[src/rtl/cuboid_pkg.sv]
// Shared types for the cuboid result collector.
//   WORD_W          - width of one serial result word
//   coll_state_t    - deserializer state (IDLE, GOT_A, GOT_V)
//   cuboid_result_t - one buffered frame {area, volume, perim}
package cuboid_pkg;
   localparam int WORD_W = 32;

   typedef enum logic [1:0] {
      IDLE,
      GOT_A,
      GOT_V
   } coll_state_t;

   typedef struct packed {
      logic [WORD_W-1:0] area;
      logic [WORD_W-1:0] volume;
      logic [WORD_W-1:0] perim;
   } cuboid_result_t;
endpackage

[src/rtl/cuboid_res_fifo.sv]
// First-word-fall-through result FIFO with registered storage.
//   clk, rst - clock, synchronous active-high reset (pointers/level only)
//   push     - write wr_data; accepted if not full, or full with a pop
//   pop      - advance head; ignored when empty
//   rd_data  - head entry, valid whenever empty is low
//   full, empty, level - occupancy status
module cuboid_res_fifo
   import cuboid_pkg::*;
#(
   parameter int DEPTH = 4
) (
   input  logic                     clk,
   input  logic                     rst,
   input  logic                     push,
   input  cuboid_result_t           wr_data,
   input  logic                     pop,
   output cuboid_result_t           rd_data,
   output logic                     full,
   output logic                     empty,
   output logic [$clog2(DEPTH):0]   level
);
   localparam int AW = $clog2(DEPTH);
   localparam int LW = AW + 1;

   cuboid_result_t mem [DEPTH];
   logic [AW-1:0]  wptr, rptr;
   logic           wr_en, rd_en;

   assign full  = (level == LW'(DEPTH));
   assign empty = (level == '0);

   // A push into a full FIFO still lands when the head leaves in the same cycle.
   assign rd_en = pop && !empty;
   assign wr_en = push && (!full || rd_en);

   assign rd_data = mem[rptr];

   always_ff @(posedge clk) begin
      if (rst) begin
         wptr  <= '0;
         rptr  <= '0;
         level <= '0;
      end else begin
         if (wr_en) wptr <= wptr + 1'b1;
         if (rd_en) rptr <= rptr + 1'b1;
         case ({wr_en, rd_en})
            2'b10:   level <= level + 1'b1;
            2'b01:   level <= level - 1'b1;
            default: level <= level;
         endcase
      end
   end

   // Storage is deliberately left out of reset.
   always_ff @(posedge clk) begin
      if (wr_en) mem[wptr] <= wr_data;
   end
endmodule

[src/rtl/cuboid_collector.sv]
// Collects serial A/V/P result words into frames and buffers them.
//   in_data/in_start/in_valid - serial words, A first (with in_start), then V, P
//   out_area/out_volume/out_perim/out_valid/out_ready - head of result FIFO
//   err_frame  - one-cycle pulse on a framing violation
//   drop_cnt   - saturating count of frames lost to a full FIFO
//   fifo_level - current FIFO occupancy
module cuboid_collector
   import cuboid_pkg::*;
#(
   parameter int FIFO_DEPTH = 4,
   parameter int CNT_W      = 8
) (
   input  logic                          clk,
   input  logic                          rst,
   input  logic [WORD_W-1:0]             in_data,
   input  logic                          in_start,
   input  logic                          in_valid,
   output logic [WORD_W-1:0]             out_area,
   output logic [WORD_W-1:0]             out_volume,
   output logic [WORD_W-1:0]             out_perim,
   output logic                          out_valid,
   input  logic                          out_ready,
   output logic                          err_frame,
   output logic [CNT_W-1:0]              drop_cnt,
   output logic [$clog2(FIFO_DEPTH):0]   fifo_level
);
   coll_state_t    state, state_n;
   logic           err_n, cap_a, cap_v, done;
   logic [WORD_W-1:0] a_q, v_q;
   logic           push_vld;
   cuboid_result_t push_data, head;
   logic           full, empty, pop, drop;

   always_comb begin
      state_n = state;
      err_n   = 1'b0;
      cap_a   = 1'b0;
      cap_v   = 1'b0;
      done    = 1'b0;
      if (in_valid && in_start) begin
         // A start always restarts the frame; it is only an error mid-frame.
         cap_a   = 1'b1;
         state_n = GOT_A;
         err_n   = (state != IDLE);
      end else if (in_valid) begin
         case (state)
            GOT_A: begin
               cap_v   = 1'b1;
               state_n = GOT_V;
            end
            GOT_V: begin
               done    = 1'b1;
               state_n = IDLE;
            end
            default: err_n = 1'b1;
         endcase
      end else if (state != IDLE) begin
         err_n   = 1'b1;
         state_n = IDLE;
      end
   end

   assign pop  = out_valid && out_ready;
   assign drop = push_vld && full && !pop;

   always_ff @(posedge clk) begin
      if (rst) begin
         state     <= IDLE;
         err_frame <= 1'b0;
         push_vld  <= 1'b0;
         drop_cnt  <= '0;
      end else begin
         state     <= state_n;
         err_frame <= err_n;
         push_vld  <= done;
         if (drop && drop_cnt != '1) drop_cnt <= drop_cnt + 1'b1;
      end
   end

   // Payload registers; a stale value is harmless because push_vld gates use.
   always_ff @(posedge clk) begin
      if (cap_a) a_q <= in_data;
      if (cap_v) v_q <= in_data;
      if (done) push_data <= '{area: a_q, volume: v_q, perim: in_data};
   end

   cuboid_res_fifo #(.DEPTH(FIFO_DEPTH)) u_fifo (
      .clk     (clk),
      .rst     (rst),
      .push    (push_vld),
      .wr_data (push_data),
      .pop     (pop),
      .rd_data (head),
      .full    (full),
      .empty   (empty),
      .level   (fifo_level)
   );

   assign out_valid  = !empty;
   assign out_area   = head.area;
   assign out_volume = head.volume;
   assign out_perim  = head.perim;
endmodule

[config.mk]
export PLATFORM = sky130hd
export DESIGN_NAME = cuboid_collector
export DESIGN_NICKNAME = d
export VERILOG_FILES = /design/src/rtl/cuboid_pkg.sv /design/src/rtl/cuboid_res_fifo.sv /design/src/rtl/cuboid_collector.sv
export SDC_FILE = /design/constraint.sdc
export NUM_CORES = 1
export LEC_CHECK = 0
export ABC_AREA = 1
export CAP_MARGIN = 20
export CORE_UTILIZATION = 65
export CTS_BUF_LIST = sky130_fd_sc_hd__clkbuf_4 sky130_fd_sc_hd__clkbuf_8
export CTS_CLUSTER_DIAMETER = 120
export DETAILED_ROUTE_END_ITERATION = 12
export PLACE_DENSITY = 0.87
export RECOVER_POWER = 50
export SYNTH_ARGS = -nofsm -noshare
export SYNTH_HDL_FRONTEND = slang
export SYNTH_SLANG_ARGS = --single-unit
[constraint.sdc]
create_clock -name clk -period 19.03 [get_ports clk]
set_input_delay 3.806 -clock clk [delete_from_list [all_inputs] [get_ports clk]]
set_output_delay 3.806 -clock clk [all_outputs]
set_load 0.01 [all_outputs]
==> results.md <==
- Chip Height: ~180 µm
- First-pass GRT wire length: ~66000 µm
- Worst min-delay path class: register to register
- VDD IR max: a little under 0.06 mV
- HPWL Detailed: 22500 µm
- WS Path Type: register to output pin
- Number of fill cells: roughly 1500
- Global route overflow: 0
- Buffer depth of the longest clock path: 3
- Die area: 31900 µm²
- H-Tree Depth: 3
- Port bufs: 145
- Row Count: 64
- Outcome: complete, but fails checks
- Synth warn: 0
- Nets: approximately 1500
- Core area: about 30000 µm²
- Final-report hold violation count: 0
- Number of DRC markers in iteration 0: roughly 1700
- Total power: around 2600 µW
- Final period utilization: 0.403
- GP Congestion: a little under 0.8
- Distinct cell type count after synthesis: 31
- DRT Wirelength: 44600 µm
- Tightest Pin Transition: between 2000 and 3000 ps
- CTS-repair resized insts: 0
- Setup bufs post-CTS: 0
- Storage cell area: ~17000 µm²
- Post-synth top area cell: edfxtp_1
- Post-synth net total: ~1300
- Clk_lat worst skew: 610 ps
- Setup Viol. Count Final: 0
- Synthesized cell area: roughly 20000 µm²
- Crit-path cells: inv_6, buf_4, o21ai_0, o22ai_1, clkdlybuf4s50_1
- CP required: approximately 15000 ps
- Violated checks: max-capacitance violations, max-slew violations
- Crit-path max cell delay: ~900 ps
- Fmax: around 0.13 GHz
- Cell Pwr Density: about 110 nW/µm²
- Final min period: roughly 7700 ps
- Cts-stage hold buffer count: 0
- Slew Limit Fails: 67
- Largest net degree at the start of global routing: 100
- Max-cap violation count: 2
- Share of layout cells above drive strength 1: 0.108
- Vias in the first global route: roughly 12000
- CP Launch Type: register
- Multi-input logic area: 2950 µm²
- Router iterations before antenna repair: 5
- Die width: ~180 µm
- Fin area: roughly 24000 µm²
- P&R area growth vs syn: 16.2%
- Critical-path maximum fanout: between 90 and 100
- Vias/cell: about 6.3
- Top cells by area, synth: edfxtp_1 81%, nor2_1 4.0%, o22ai_1 3.0%, o21ai_0 2.8%, o21ai_1 2.2%
- Setup Skew: 24.2 ps
- Num ports: about 150
- WHS Path Cells: 0
- Unrepaired setup endpoints after global routing: false
- Initial antenna violation count: 4
- Seq/Total Area, Yosys: 0.828
- GRT Overall Usage: 0.284
- Commonest cells after routing, fill and taps aside: 544 x edfxtp_1, 213 x nor2_1, 114 x o21ai_0, 111 x clkdlybuf4s50_1, 96 x o22ai_1
- Top-area cell type share of the netlist area: 0.807
- CTS tree: built
- Static leakage: 0.00775 µW
- Reg clk slew, reported paths: ~60 ps
- Drt drc: 0
- Crit path max-delay cell type: buf_4
- Synthesis-stage register bit count: 565
- DR WL/cell: roughly 24 µm
- Root Buffer: clkbuf_8
- Via count: about 12000
- Most common cell after layout, fill and taps aside: edfxtp_1
- CTS buffer count: 81
- Synth Area per Inst: 16.2 µm²
- Critical Path End Type: output pin
- DRT antenna net count: 0
- Worst r2r path cells: 5
- Sum Neg Setup Slack: 0 ps
- Area after DPL: 21900 µm²
- Instance count of the mapped netlist: between 1000 and 1500
- Max_slew headroom: -0.700
- Clock sink count: approximately 570
- Initial cell density of the core: 0.662
- Arrival time worst endpoint: roughly 3900 ps
## area by class of cell
| class | instances | share of cell area |
|---|---|---|
| antenna | 1 | 0.000106 |
| clock buffer | 118 | 0.0619 |
| clock inverter | 31 | 0.00761 |
| inverter | 32 | 0.00532 |
| multi-input combinational | 592 | 0.125 |
| sequential | 565 | 0.713 |
| tap | 396 | 0.0211 |
| timing repair buffer | 159 | 0.0660 |
## final timing paths
path	startpoint	end	slack, ps
worst max register to register	state[1]	v_q[22]	16030
worst min register to register	v_q[0]	push_data[32]	410
worst max-delay path	register	out_area[26]	11360
worst min-delay path	v_q[0]	push_data[32]	410
## sequential cells by signal (all words and copies together) (netlist names), 3 cells and up, named ones only
signal        flops
push_data        96
drop_cnt          8
u_fifo.level      3
a_q              32
u_fifo.mem      384
v_q              32
## cells by family (layout without fill, tap and decap cells)
kind of cell / Yosys count / in the layout / share of synthesized area
flops: 565 / 565 / 0.828
compound gates: 317 / 317 / 0.0849
simple gates: 261 / 261 / 0.0517
buf+inv: 95 / 340 / 0.0274
fa+ha+maj: 10 / 10 / 0.00655
xor+xnor: 4 / 4 / 0.00173
other cells: 0 / 1 / 0
## synthesized netlist by cell type, drive strengths merged
library cell  instances
edfxtp              544
nor2                221
o21ai               205
o22ai                96
buf                  42
inv                  32
nand2                30
clkbuf               21
dfxtp                21
a21oi                16
ha                    9
nand3                 5
xor2                  3
nand3b                2
nor3                  2
fa                    1
nand4                 1
xnor2                 1
## worst max-delay path: cells and delay by family (launching register included)
family,cells,cell delay (ps)
buffers and inverters,3,2120
AOI/OAI and AO/OA,2,570
DFF,1,480
## report_power, final
group | internal (µW) | switching, µW
Sequential | 1360 | 12.1
Clock | 508 | 448
Combinational | 98.0 | 140
## stage by stage
| step | worst slack, ps | utilization | hold WS [ps] | std cells |
|---|---|---|---|---|
| floorplan | 10420 | - | 400 | 1252 |
| detailed placement | 12070 | 0.717 | 405 | 1744 |
| finish | 11360 | 0.769 | 414 | 1894 |
| CTS | 11420 | 0.770 | 410 | 1893 |
| global placement | 12230 | 0.717 | 400 | 1744 |
| global route | 11210 | 0.769 | 410 | 1894 |
## routing by layer
layer / vias to the layer above / share of wire / track usage
met5: - / 0.00092 / 0
met4: 6 / 0.030 / 0.127
met3: 124 / 0.10 / 0.0661
met2: 823 / 0.49 / 0.444
met1: 5849 / 0.38 / 0.387
li1: 5086 / - / -
No activity file was read; power rests on OpenSTA's default activity.
